===== src/rtl/mmm_exp_ctrl_pkg.sv =====
// Shared encodings for the modular-exponentiation sequencer and its
// per-multiplication phase sequencer.
package mmm_exp_ctrl_pkg;

   localparam logic [2:0] ST_IDLE        = 3'd0;
   localparam logic [2:0] ST_TO_MONT_X   = 3'd1;
   localparam logic [2:0] ST_TO_MONT_ONE = 3'd2;
   localparam logic [2:0] ST_SQUARE      = 3'd3;
   localparam logic [2:0] ST_MULT        = 3'd4;
   localparam logic [2:0] ST_FROM_MONT   = 3'd5;
   localparam logic [2:0] ST_DONE        = 3'd6;

   localparam logic [2:0] PH_IDLE   = 3'd0;
   localparam logic [2:0] PH_CLR    = 3'd1;
   localparam logic [2:0] PH_LOAD   = 3'd2;
   localparam logic [2:0] PH_ITER   = 3'd3;
   localparam logic [2:0] PH_CAPT   = 3'd4;
   localparam logic [2:0] PH_SAMPLE = 3'd5;

   // Wide constant 1; users slice it down to their operand width (<= 64).
   localparam logic [63:0] ONE_MAX = 64'd1;

endpackage


===== src/rtl/mmm_op_seq.sv =====
// Steps the Montgomery multiplier through CLR/LOAD/ITER/CAPT/SAMPLE for one
// multiplication, chaining straight into the next one unless told it is the last.
module mmm_op_seq
   import mmm_exp_ctrl_pkg::*;
#(
   parameter int MMM_CYCLES = 10
) (
   input  logic i_clk,
   input  logic i_rstb,
   input  logic i_en,
   input  logic i_go,
   input  logic i_last,
   output logic o_sample,
   output logic o_mmm_en,
   output logic o_mmm_rst,
   output logic o_mmm_ld_a,
   output logic o_mmm_ld_r,
   output logic o_mmm_lock
);

   localparam int ITW = (MMM_CYCLES > 1) ? $clog2(MMM_CYCLES) : 1;
   localparam logic [ITW-1:0] ITER_LAST = ITW'(MMM_CYCLES - 1);

   logic [2:0]     r_phase;
   logic [ITW-1:0] r_iter;

   always_ff @(posedge i_clk or negedge i_rstb) begin
      if (!i_rstb) begin
         r_phase <= PH_IDLE;
         r_iter  <= '0;
      end else if (i_en) begin
         case (r_phase)
            PH_IDLE:   if (i_go) r_phase <= PH_CLR;
            PH_CLR:    r_phase <= PH_LOAD;
            PH_LOAD: begin
               r_phase <= PH_ITER;
               r_iter  <= ITER_LAST;
            end
            PH_ITER: begin
               if (r_iter == '0) r_phase <= PH_CAPT;
               else              r_iter  <= r_iter - 1'b1;
            end
            PH_CAPT:   r_phase <= PH_SAMPLE;
            // Chain directly into the next CLR so operations run back to back.
            PH_SAMPLE: r_phase <= i_last ? PH_IDLE : PH_CLR;
            default:   r_phase <= PH_IDLE;
         endcase
      end
   end

   assign o_sample   = (r_phase == PH_SAMPLE);
   assign o_mmm_ld_a = (r_phase == PH_LOAD);
   assign o_mmm_ld_r = (r_phase == PH_CAPT);
   assign o_mmm_lock = (r_phase != PH_CAPT);
   // The multiplier stays cleared whenever no operation is in flight.
   assign o_mmm_rst  = (r_phase != PH_IDLE) && (r_phase != PH_CLR);
   assign o_mmm_en   = i_en && ((r_phase == PH_LOAD) || (r_phase == PH_ITER));

endmodule


===== src/rtl/mmm_exp_ctrl.sv =====
// Left-to-right square-and-multiply exponentiation C = X^E mod M in the
// Montgomery domain, driving an external bit-serial Montgomery multiplier.
module mmm_exp_ctrl
   import mmm_exp_ctrl_pkg::*;
#(
   parameter int WIDTH      = 8,
   parameter int EXP_WIDTH  = 8,
   parameter int MMM_CYCLES = WIDTH + 2
) (
   input  logic                 clk,
   input  logic                 rstb,
   input  logic                 en,
   input  logic                 start,
   input  logic [WIDTH-1:0]     X,
   input  logic [EXP_WIDTH-1:0] E,
   input  logic [WIDTH-1:0]     M,
   input  logic [WIDTH-1:0]     R2,
   output logic [WIDTH-1:0]     C,
   output logic                 busy,
   output logic                 done,
   output logic                 mmm_en,
   output logic                 mmm_rst,
   output logic                 mmm_ld_a,
   output logic                 mmm_ld_r,
   output logic                 mmm_lock,
   output logic [WIDTH-1:0]     mmm_A,
   output logic [WIDTH-1:0]     mmm_B,
   input  logic [WIDTH-1:0]     mmm_R
);

   localparam int BW = (EXP_WIDTH > 1) ? $clog2(EXP_WIDTH) : 1;
   localparam logic [BW-1:0]    BIT_TOP = BW'(EXP_WIDTH - 1);
   localparam logic [WIDTH-1:0] ONE     = ONE_MAX[WIDTH-1:0];

   logic [2:0]           r_state;
   logic [WIDTH-1:0]     r_x;
   logic [EXP_WIDTH-1:0] r_e;
   logic [WIDTH-1:0]     r_base;
   logic [WIDTH-1:0]     r_acc;
   logic [WIDTH-1:0]     r_c;
   logic [BW-1:0]        r_bit;

   logic w_go;
   logic w_last;
   logic w_sample;
   logic w_unused_m;

   // The modulus is wired to the multiplier elsewhere; this block never reads it.
   assign w_unused_m = ^M;

   assign w_go   = (r_state == ST_IDLE) && start;
   assign w_last = (r_state == ST_FROM_MONT);

   mmm_op_seq #(
      .MMM_CYCLES (MMM_CYCLES)
   ) u_op_seq (
      .i_clk      (clk),
      .i_rstb     (rstb),
      .i_en       (en),
      .i_go       (w_go),
      .i_last     (w_last),
      .o_sample   (w_sample),
      .o_mmm_en   (mmm_en),
      .o_mmm_rst  (mmm_rst),
      .o_mmm_ld_a (mmm_ld_a),
      .o_mmm_ld_r (mmm_ld_r),
      .o_mmm_lock (mmm_lock)
   );

   always_ff @(posedge clk or negedge rstb) begin
      if (!rstb) begin
         r_state <= ST_IDLE;
         r_x     <= '0;
         r_e     <= '0;
         r_base  <= '0;
         r_acc   <= '0;
         r_c     <= '0;
         r_bit   <= '0;
      end else if (en) begin
         case (r_state)
            ST_IDLE: begin
               if (start) begin
                  r_x     <= X;
                  r_e     <= E;
                  r_state <= ST_TO_MONT_X;
               end
            end
            ST_TO_MONT_X: begin
               if (w_sample) begin
                  r_base  <= mmm_R;
                  r_state <= ST_TO_MONT_ONE;
               end
            end
            ST_TO_MONT_ONE: begin
               if (w_sample) begin
                  r_acc   <= mmm_R;
                  r_bit   <= BIT_TOP;
                  r_state <= ST_SQUARE;
               end
            end
            ST_SQUARE: begin
               if (w_sample) begin
                  r_acc <= mmm_R;
                  if (r_e[r_bit]) begin
                     r_state <= ST_MULT;
                  end else if (r_bit == '0) begin
                     r_state <= ST_FROM_MONT;
                  end else begin
                     r_bit   <= r_bit - 1'b1;
                     r_state <= ST_SQUARE;
                  end
               end
            end
            ST_MULT: begin
               if (w_sample) begin
                  r_acc <= mmm_R;
                  if (r_bit == '0) begin
                     r_state <= ST_FROM_MONT;
                  end else begin
                     r_bit   <= r_bit - 1'b1;
                     r_state <= ST_SQUARE;
                  end
               end
            end
            ST_FROM_MONT: begin
               if (w_sample) begin
                  r_c     <= mmm_R;
                  r_state <= ST_DONE;
               end
            end
            ST_DONE: r_state <= ST_IDLE;
            default: r_state <= ST_IDLE;
         endcase
      end
   end

   // Operands derive from registers that only change on SAMPLE, so they are
   // stable from CLR through CAPT of every multiplication.
   always_comb begin
      mmm_A = '0;
      mmm_B = '0;
      case (r_state)
         ST_TO_MONT_X:   begin mmm_A = r_x;   mmm_B = R2;     end
         ST_TO_MONT_ONE: begin mmm_A = ONE;   mmm_B = R2;     end
         ST_SQUARE:      begin mmm_A = r_acc; mmm_B = r_acc;  end
         ST_MULT:        begin mmm_A = r_acc; mmm_B = r_base; end
         ST_FROM_MONT:   begin mmm_A = r_acc; mmm_B = ONE;    end
         default:        begin mmm_A = '0;    mmm_B = '0;     end
      endcase
   end

   assign C    = r_c;
   assign done = (r_state == ST_DONE);
   assign busy = (r_state != ST_IDLE) && (r_state != ST_DONE);

endmodule


===== config.mk =====
export PLATFORM = sky130hd
export DESIGN_NAME = mmm_exp_ctrl
export DESIGN_NICKNAME = d
export VERILOG_FILES = /design/src/rtl/mmm_exp_ctrl_pkg.sv /design/src/rtl/mmm_op_seq.sv /design/src/rtl/mmm_exp_ctrl.sv
export SDC_FILE = /design/constraint.sdc
export NUM_CORES = 1
export LEC_CHECK = 0
export ABC_AREA = 1
export BUFFER_PORTS_ARGS = -buffer_cell sky130_fd_sc_hd__buf_2
export CELL_PAD_IN_SITES_DETAIL_PLACEMENT = 1
export CELL_PAD_IN_SITES_GLOBAL_PLACEMENT = 2
export CORE_UTILIZATION = 32
export CTS_CLUSTER_SIZE = 20
export DETAILED_ROUTE_END_ITERATION = 10
export GPL_TIMING_DRIVEN = 0
export PLACE_DENSITY_LB_ADDON = 0.1
export RECOVER_POWER = 100
export SLEW_MARGIN = 15
export SYNTH_ARGS = -nofsm -noshare
export SYNTH_HDL_FRONTEND = slang
export SYNTH_SLANG_ARGS = --single-unit

===== constraint.sdc =====
create_clock -name clk -period 2.5 [get_ports clk]
set_input_delay 0.625 -clock clk [delete_from_list [all_inputs] [get_ports clk]]
set_output_delay 0.625 -clock clk [all_outputs]
set_load 0.03 [all_outputs]

# Word level (Yosys, flattened, before mapping)
# Index checks and enable logic that the tools add are counted.
# word_totals
register_bits	53
output_inout_bits	31
in_bits	44
# op_classes
n_eq_ne	24
order_cmp	1
n_addsub	2
reduce_logical	24
muxes	25
# op_table
operator	count
3-bit 2-to-1 mux	15
3-bit one-hot mux with 6 select lines	2
8-bit one-hot mux with 4 select lines	1
8-bit one-hot mux with 3 select lines	1
3-bit AND reduction	6
3-bit == test, second input constant	5
3-bit by 2-bit == test with 1-bit output, second input constant	4
2-bit by 1-bit inequality test with 1-bit output, second input constant	6
3-bit zero test	3
3-bit one-hot mux with 3 select lines	1
3-bit nonzero test	3
2-bit inequality test, second input constant	4
4-bit one-hot mux with 2 select lines	1
7-bit AND reduction	1
3-bit by 1-bit == test with 1-bit output, second input constant	2
3-bit inequality test, second input constant	2
6-bit AND reduction	1
3-bit OR reduction	2
1-bit logical AND	4
4-bit zero test	1
3-bit by 4-bit less-than comparator with 1-bit output, second input constant	1
4-bit 2-to-1 mux	1
4-bit by 1-bit subtractor with 4-bit output, second input constant	1
1-bit binary-select mux with 3-bit select	1
6 further kinds	7

# Logic depth before layout (Yosys ltp)
# Gate-level depths: netlist (run 1).
# logic_depth
ltp_word	5
ltp_mapped	10

# Cells and area by module
# From an unflattened synthesis (run 1), not the netlist that was laid out.
# unflattened
cells_unflattened	358
area_unflattened_um2	2824.0
# modules_own_cells
module	area_per_inst_um2	cells_each	instances	seq_area_each_um2
mmm_exp_ctrl	2333.5	290	1	1151.1
mmm_op_seq	490.5	68	1	175.2

# Worst setup path after synthesis (run 1)
# OpenSTA, ideal clock, no wires.
# synth_path
kind	reg2out
startpoint	register r_state[1]
endpoint	output port mmm_A[0]
path_stages_with_launch	6
t_arrival_ps	1655
n_path_buf	0
setup_slack_ps	220
cell_sequence	dfrtp_1 -> nor2_2 -> nand2_2 -> nand2_4 -> nor2_1 -> o21ai_0
# synth_between
elab_chain_cells	3
# synth_lines
item	line	source
from (decl)	mmm_exp_ctrl.sv:35	logic [2:0] r_state;
from (signal assigned)	mmm_exp_ctrl.sv:72	r_state <= ST_IDLE;
from (signal assigned)	mmm_exp_ctrl.sv:85	r_state <= ST_TO_MONT_X;
from (signal assigned)	mmm_exp_ctrl.sv:91	r_state <= ST_TO_MONT_ONE;
3-bit == test or 3-bit by 2-bit == test with 1-bit output (tied branches)	mmm_exp_ctrl.sv:142	case (r_state)
3-bit OR reduction (no source line)	--	
8-bit one-hot mux with 3 select lines (*)	mmm_exp_ctrl.sv:142	
to (decl)	mmm_exp_ctrl.sv:26	output logic [WIDTH-1:0] mmm_A,
# Mark *: on every way between the ends. The rest lies on a longest branch, timed or not.

# Final worst setup path (run 1)
# layout_path
startpoint	register r_state[2]
endpoint	output port mmm_B[1]
# layout_between
elab_chain_cells	3
# layout_lines
item	line	source
3-bit by 2-bit == test with 1-bit output or 3-bit by 1-bit == test with 1-bit output (tied branches)	mmm_exp_ctrl.sv:142	
2-bit OR reduction (no source line)	--	
8-bit one-hot mux with 4 select lines (*)	mmm_exp_ctrl.sv:142	
to (decl)	mmm_exp_ctrl.sv:27	output logic [WIDTH-1:0] mmm_B,
# Marks and branches as above.

==> qor.csv, run 1 <==
metric;value;unit
detailed-route via count;2424;
worst slew pin tran;1383;ps
Avg WL per Cell;14.10;um
Post-Route Hold Slack;496.0;ps
Req. time, crit path;1880;ps
CTS tree;done;
final setup margin;115.6;ps
Starting DRT DRC Count;65;
Post-DRT Antenna Nets;0;
RSZ-0062 raised after global routing;false;
Placement Rows;33;
commonest non-fill, non-tap cell in the layout;nand2_1;
cell count after synthesis;332;
clk sinks;53;
leading cell types in the layout, fill and taps excluded;nand2_1 (99), dfrtp_1 (50), inv_1 (39);
total placed instance area;3202;sq um
Power Density;1348;nW/um^2
# nets final;456;
DIE HEIGHT;94.50;um
Place WS;73.44;ps
Via density;4.725;
post-route minimum period;2384;ps
Clock Tree Buf Depth;2;
hold_buf cts;0;
die area;8929;sq um
placed insts;503;
Root Driver;clkbuf_8;
Multi-input gate area;1197;sq um
total CTS buffers;5;
largest net degree at the start of global routing;54;
worst path arrival time;1760;ps
total area of sequential cells;1330;sq um
first-pass GRT wire length;12160;um
Worst Hold Class;reg2reg;
# DRC;0;
Starting Density;33.15;%
final WL;7233;um
Core ar.;8258;sq um
final global-route overflow total;0;
final instance area;3281;sq um
Synth Cell Area;2738;sq um
Worst VDD drop;479.0;uV
post-synthesis sequential area ratio;48.45;%
Final Skew;5.188;ps
final cell count without fillers;513;
CP Max Fanout;6;
vias in the first global route;2510;
max cap viols;0;
period utilization;95.38;%
fmax;0.4194;GHz
Setup CP Type;reg2out;
synthesized net count;380;
Yosys reg bits;53;
leakage power;1.642;nW
port buffer count;66;
CP Capture Type;output pin;
HPWL Detailed;5419;um
die width;94.50;um
Final Wtd Congestion;0.7710;
crit start category;flip-flop;
drt pass-1 iters;4;
syn avg cell area;8.246;sq um
CTS clk-pin slew, worst paths;100;ps
I/O pin count;75;
fillers;1043;
Slew HR;7.788;%
endpoints failing hold;0;
area grow syn2layout;19.84;%
Ys Warns;0;
worst skew pair latency;300;ps
Setup Viol. Count Final;0;
Antenna Diode Count;0;
initial antenna violation count;0;
status;completed;
Slew Limit Fails;0;
all-layer global routing usage;17.60;%
number of library cell types mapped by synthesis;31;
H-tree Lvls;2;
share of cells above drive strength 1;23.04;%
-- Yosys cell counts (all sizes together) --
master	instances	share of area (%)
a22oi	1	0.27
xnor2	1	0.32
buf	5	1.1
o21ai	42	8.4
nand2	104	15
nor3	4	0.91
nand4	1	0.78
clkinv	1	0.14
a21oi	17	3.2
o211ai	5	1.4
o22ai	2	0.46
dfrtp	53	48
mux2	8	3.3
nand3	22	4.7
nor2	19	3.6
inv	43	6.0
ha	4	1.8
-- path summary, 6_finish.rpt --
path / endpoint / cells past startpoint / startpoint / slack (ps)
max: mmm_B[1] / 7 / r_state[2]$_DFFE_PN0P_ / 120
min: u_op_seq.r_iter[3]$_DFFE_PN0P_ / 2 / u_op_seq.r_iter[3]$_DFFE_PN0P_ / 500
max reg2reg: r_acc[3]$_DFFE_PN0P_ / 6 / r_state[2]$_DFFE_PN0P_ / 330
min reg2reg: u_op_seq.r_iter[3]$_DFFE_PN0P_ / 2 / u_op_seq.r_iter[3]$_DFFE_PN0P_ / 500
max in group asynchronous: r_state[2]$_DFFE_PN0P_ / 1 / rstb / 970
min in group asynchronous: r_e[4]$_DFFE_PN0P_ / 1 / rstb / 630
-- where the power goes --
| part | internal, mW | switching [mW] | total (mW) |
|---|---|---|---|
| Combinational | 0.750 | 1.61 | 2.36 |
| Sequential | 1.27 | 0.283 | 1.55 |
| Clock | 0.220 | 0.291 | 0.510 |
-- metal layers --
layer	up-vias	global-route usage (%)	share of wire, %
li1	1219	-	-
met1	1157	24.04	50
met2	42	29.29	46
met3	6	2.496	3.0
met4	0	4.419	0.94
met5	-	0	0
-- cell families after synthesis --
logic type / after synthesis / share of synthesized area [%]
flip-flops: 53 / 48.45
XOR/XNOR: 1 / 0.3200
buffers and inverters: 49 / 7.267
adder cells (fa/ha/maj): 4 / 1.828
multiplexers: 8 / 3.291
AO/OA/AOI/OAI: 67 / 13.71
AND/OR/NAND/NOR: 150 / 25.14
-- worst max-delay path: stages, from the launching register on --
cell      delay [ps]
dfrtp_2          500
inv_4            140
nand3_2          160
o21ai_4          110
buf_4            150
nand2_1           60
o211ai_1          90
clkbuf_2         240
-- flip-flops by register name, summed over array words and instances, names as in the netlist --
register,cells
C,8
r_acc,8
r_base,8
r_bit,3
r_e,8
r_state,3
r_x,8
u_op_seq.r_iter,4
u_op_seq.r_phase,3
-- layout make-up --
class | instances | share of cell area [%]
well taps | 105 | 4.005
flip-flops and latches | 53 | 40.54
plain buffers | 5 | 0.5721
clock inverters | 1 | 0.2288
repair buffers | 69 | 10.37
clock buffers | 6 | 2.517
multi-input cells | 230 | 36.50
inverters | 44 | 5.263
-- what timing repair did --
item,4_1_cts,5_1_grt
gates cloned,0,0
pin swaps,0,1
setup buffers,1,2
gates resized for setup,7,9
setup endpoints to repair,10,14
-- through the flow --
step | util [%] | setup TNS [ps] | total power, mW
floorplan | - | 0 | 3.232
global placement | 38.74 | 0 | 3.871
detailed placement | 38.77 | 0 | 3.918
CTS | 40.24 | -6.542 | 4.499
global route | 39.73 | 0 | 4.836
finish | 39.73 | 0 | 4.422
Note: power is estimated with default switching activity, not from simulation.
==> run 2, diff against run 1 <==
--- a/config.mk
+++ b/config.mk
@@ -7,13 +7,11 @@
 export LEC_CHECK = 0
 export ABC_AREA = 1
 export BUFFER_PORTS_ARGS = -buffer_cell sky130_fd_sc_hd__buf_2
-export CELL_PAD_IN_SITES_DETAIL_PLACEMENT = 1
-export CELL_PAD_IN_SITES_GLOBAL_PLACEMENT = 2
-export CORE_UTILIZATION = 32
+export CORE_UTILIZATION = 45
 export CTS_CLUSTER_SIZE = 20
 export DETAILED_ROUTE_END_ITERATION = 10
 export GPL_TIMING_DRIVEN = 0
-export PLACE_DENSITY_LB_ADDON = 0.1
+export PLACE_DENSITY = 0.7
 export RECOVER_POWER = 100
 export SLEW_MARGIN = 15
 export SYNTH_ARGS = -nofsm -noshare
==> qor.csv, run 2 (synthesis results as in run 1) <==
metric;value;unit
hold_sp;u_op_seq.r_iter[3]$_DFFE_PN0P_;
fmax;0.4136;GHz
CP Capture Type;output pin;
share of cells above drive strength 1;22.74;%
die width;80.00;um
Worst VDD drop;656.4;uV
first-pass GRT wire length;10160;um
total CTS buffers;5;
port buffer count;66;
largest net degree at the start of global routing;54;
leading cell types in the layout, fill and taps excluded;nand2_1 (100), dfrtp_1 (50), inv_1 (40);
Slew Limit Fails;0;
worst skew pair latency;330;ps
clk sinks;53;
vias in the first global route;2287;
commonest non-fill, non-tap cell in the layout;nand2_1;
CTS clk-pin slew, worst paths;100;ps
RSZ-0062 raised after global routing;false;
CTS tree;done;
drt pass-1 iters;4;
Max stage delay on crit path;470;ps
Placement Rows;28;
reg-to-reg endpoint;r_acc[1]$_DFFE_PN0P_;
Crit-path slowest cell;dfrtp_2;
Starting Density;46.51;%
area grow syn2layout;18.28;%
# nets final;456;
Final Wtd Congestion;0.8208;
crit start category;flip-flop;
final setup margin;82.05;ps
CP Max Fanout;7;
Worst R2R Setup Slack;310;ps
Buf/Inv on CP;3;
leakage power;1.662;nW
H-tree Lvls;2;
Avg WL per Cell;12.85;um
Final Skew;15.36;ps
period utilization;96.72;%
worst r2r src;r_state[2]$_DFFE_PN0P_;
status;completed;
Power Density;1346;nW/um^2
Tot Pwr;4.358;mW
cells along the critical path;inv_1 -> nand2_2 -> nor2_4 -> buf_12 -> o21ai_0 -> nand2_1 -> clkbuf_2;
Starting DRT DRC Count;146;
die area;6399;sq um
final global-route overflow total;0;
R2R depth;6;
detailed-route via count;2437;
initial antenna violation count;0;
all-layer global routing usage;20.81;%
Req. time, crit path;1880;ps
# DRC;0;
Root Driver;clkbuf_8;
Clock Tree Buf Depth;2;
post-route minimum period;2418;ps
Top Family by Delay on Critical Path;flip-flops;
Final TNS setup;0;ps
HPWL Detailed;4659;um
Worst Hold Class;reg2reg;
final cell count without fillers;484;
Antenna Diode Count;0;
worst slew pin tran;1310;ps
hold_buf cts;0;
Place WS;190.5;ps
fillers;584;
worst path arrival time;1790;ps
Setup CP Type;reg2out;
Post-DRT Antenna Nets;0;
final WL;6217;um
Core ar.;5886;sq um
DIE HEIGHT;80.00;um
placed insts;473;
Hold EP;u_op_seq.r_iter[3]$_DFFE_PN0P_;
hold depth;2;
I/O pin count;75;
max cap viols;0;
endpoints failing hold;0;
Via density;5.035;
Slew HR;12.64;%
Setup Viol. Count Final;0;
## run 2: changes by cell type in the layout (fill, tap and decap cells not counted), sizes merged
cell,before,now
inv,42,45
clkinv,1,2
clkinvlp,2,0
buf,42,41
## run 2: where the power goes
| part | leakage, nW | switching, mW | internal (mW) | total (mW) |
|---|---|---|---|---|
| logic | 0.959 | 1.56 | 0.720 | 2.28 |
| clock network | 0.0506 | 0.320 | 0.210 | 0.530 |
| registers | 0.652 | 0.279 | 1.27 | 1.55 |
| total | 1.66 | 2.16 | 2.20 | 4.36 |
## run 2: final cells by class
class                   instances  area (sq um)  area share [%]
clock buffers                   5         68.82           2.125
inverters                      44         168.9           5.216
flip-flops and latches         53          1330           41.07
well taps                      75         93.84           2.898
clock inverters                 3         28.78          0.8887
repair buffers                 69         351.6           10.86
multi-input cells             230          1176           36.32
plain buffers                   5         20.02          0.6182
## run 2: metal layers
layer / track usage, % / routed length (um)
met5: 0 / 0
met4: 6.250 / 99
met3: 4.571 / 290
met2: 35.90 / 2995
met1: 25.91 / 2832
## run 2: what timing repair did
| action | 4_1_cts | 5_1_grt |
|---|---|---|
| pin swaps | 0 | 1 |
| setup endpoints to repair | 9 | 14 |
| gates cloned | 0 | 0 |
| hold endpoints to repair | 0 | 0 |
| buffers inserted | 0 | 3 |
| gates resized for setup | 3 | 5 |
## run 2: worst reg2reg max path, cell delays in order (launching register included)
cell and delay (ps):
dfrtp_2 490, buf_4 160, nand2_2 90, nand2_2 110, o21ai_0 730, clkbuf_2 380
o21ai_0 120
## run 2: worst max path at each step
stage | start | end | slack (ps) | depth (start not counted)
floorplan | r_state[1]$_DFFE_PN0P_ | mmm_A[0] | 220 | 5
global placement | r_state[1]$_DFFE_PN0P_ | mmm_B[0] | 190 | 6
detailed placement | r_state[1]$_DFFE_PN0P_ | mmm_B[1] | 190 | 6
CTS | r_state[2]$_DFFE_PN0P_ | mmm_A[0] | 3 | 6
global route | r_state[2]$_DFFE_PN0P_ | mmm_A[3] | 5 | 6
finish | r_state[1]$_DFFE_PN0P_ | mmm_A[5] | 80 | 7
## run 2: per-stage QoR
step	cell area [sq um]	util (%)	hold slack, ps
final	3238	55.02	496.9
after floorplan	2738	-	329.4
after global routing	3238	55.02	517.3
after global placement	3162	53.72	465.0
after detailed placement	3164	53.76	471.4
after CTS	3272	55.59	352.8
==> run 3, diff against run 2 <==
--- a/config.mk
+++ b/config.mk
@@ -7,11 +7,13 @@
 export LEC_CHECK = 0
 export ABC_AREA = 1
 export BUFFER_PORTS_ARGS = -buffer_cell sky130_fd_sc_hd__buf_2
-export CORE_UTILIZATION = 45
+export CELL_PAD_IN_SITES_DETAIL_PLACEMENT = 1
+export CELL_PAD_IN_SITES_GLOBAL_PLACEMENT = 1
+export CORE_UTILIZATION = 41
 export CTS_CLUSTER_SIZE = 20
 export DETAILED_ROUTE_END_ITERATION = 10
 export GPL_TIMING_DRIVEN = 0
-export PLACE_DENSITY = 0.7
+export PLACE_DENSITY_LB_ADDON = 0.1
 export RECOVER_POWER = 100
 export SLEW_MARGIN = 15
 export SYNTH_ARGS = -nofsm -noshare
==> constraint.sdc (replaced) <==
create_clock -name clk -period 2.5 [get_ports clk]
set_input_delay 0.25 -clock clk [delete_from_list [all_inputs] [get_ports clk]]
set_output_delay 0.25 -clock clk [all_outputs]
set_load 0.03 [all_outputs]
==> qor.csv, run 3 (synthesis results as in run 1) <==
metric;value;unit
status;completed;
Via density;5.083;
hold depth;2;
Final Skew;8.306;ps
max cap viols;0;
period utilization;92.84;%
all-layer global routing usage;21.38;%
Slew Limit Fails;0;
vias in the first global route;2488;
first-pass GRT wire length;12080;um
leakage power;1.607;nW
Final Wtd Congestion;0.7444;
worst skew pair latency;310;ps
leading cell types in the layout, fill and taps excluded;nand2_1 (102), dfrtp_1 (53), inv_1 (41);
Post-CTS Setup Bufs;0;
port buffer count;66;
Post-DRT Antenna Nets;0;
final global-route overflow total;0;
Placement Rows;29;
Worst Hold Class;in2reg;
Req. time, crit path;2250;ps
final instance area;3171;sq um
HPWL Detailed;5262;um
# DRC;0;
Power Density;1368;nW/um^2
R2R depth;6;
Tot Pwr;4.337;mW
# nets final;453;
drt pass-1 iters;4;
share of cells above drive strength 1;17.53;%
Starting DRT DRC Count;84;
Avg WL per Cell;14.43;um
RSZ-0062 raised after global routing;false;
Setup CP Type;reg2out;
initial antenna violation count;0;
Post-Route Hold Slack;175.0;ps
commonest non-fill, non-tap cell in the layout;nand2_1;
Starting Density;42.87;%
final WL;6954;um
Core ar.;6386;sq um
CTS clk-pin slew, worst paths;100;ps
clk sinks;53;
hold_buf cts;0;
largest net degree at the start of global routing;54;
cts repair resizes;0;
detailed-route via count;2450;
Setup Viol. Count Final;0;
endpoints failing hold;0;
worst path arrival time;2070;ps
I/O pin count;75;
Clock Tree Buf Depth;2;
worst slew pin tran;1346;ps
Root Driver;clkbuf_8;
total CTS buffers;5;
Place WS;481.0;ps
fmax;0.4308;GHz
total placed instance area;3167;sq um
CTS tree;done;
die width;83.72;um
DIE HEIGHT;83.72;um
crit start category;flip-flop;
CP Max Fanout;8;
H-tree Lvls;2;
CP Capture Type;output pin;
Slew HR;10.29;%
post-route minimum period;2321;ps
Worst VDD drop;607.5;uV
die area;7008;sq um
final setup margin;178.9;ps
area grow syn2layout;15.81;%
Final TNS setup;0;ps
Antenna Diode Count;0;
-- run 3: path summary, 6_finish.rpt --
kind | startpoint | to | slack, ps
max | r_state[2]$_DFFE_PN0P_ | mmm_A[1] | 180
max reg2reg | r_state[2]$_DFFE_PN0P_ | r_acc[4]$_DFFE_PN0P_ | 290
min in group asynchronous | rstb | r_e[6]$_DFFE_PN0P_ | 250
max in group asynchronous | rstb | r_acc[1]$_DFFE_PN0P_ | 1450
min | X[7] | r_x[7]$_DFFE_PN0P_ | 170
min reg2reg | r_base[6]$_DFFE_PN0P_ | r_base[6]$_DFFE_PN0P_ | 490
-- run 3: stage by stage --
stage	cells	util, %
after floorplan	332	-
after global placement	475	49.55
after detailed placement	475	49.59
after CTS	482	51.21
after global routing	482	49.65
final	482	49.65
-- run 3: final cells by class --
cell class | instances | area [sq um]
clock buffer | 5 | 68.82
clock inverter | 2 | 35.03
tap | 77 | 96.34
timing repair buffer | 66 | 300.3
sequential | 53 | 1326
buffer | 5 | 20.02
fill | 839 | 3216
inverter | 44 | 167.7
multi-input combinational | 230 | 1156
-- run 3: report_power, final --
part | internal [mW] | switching [mW]
clock network | 0.292 | 0.275
registers | 1.27 | 0.279
logic | 0.649 | 1.58
total | 2.21 | 2.13
-- run 3: layer usage --
layer  global-route usage (%)  part of all wire (%)
met1                    29.90                    49
met2                    34.74                    46
met3                    3.363                   3.2
met4                    5.393                   1.2
met5                        0                     0
-- run 3: worst max-delay path, stage by stage, from the launching register on --
cell and delay [ps]:
dfrtp_1 530, inv_4 170, nand3_2 220, nand2_4 200, nor2_1 100, o21ai_0 220, clkbuf_1 340
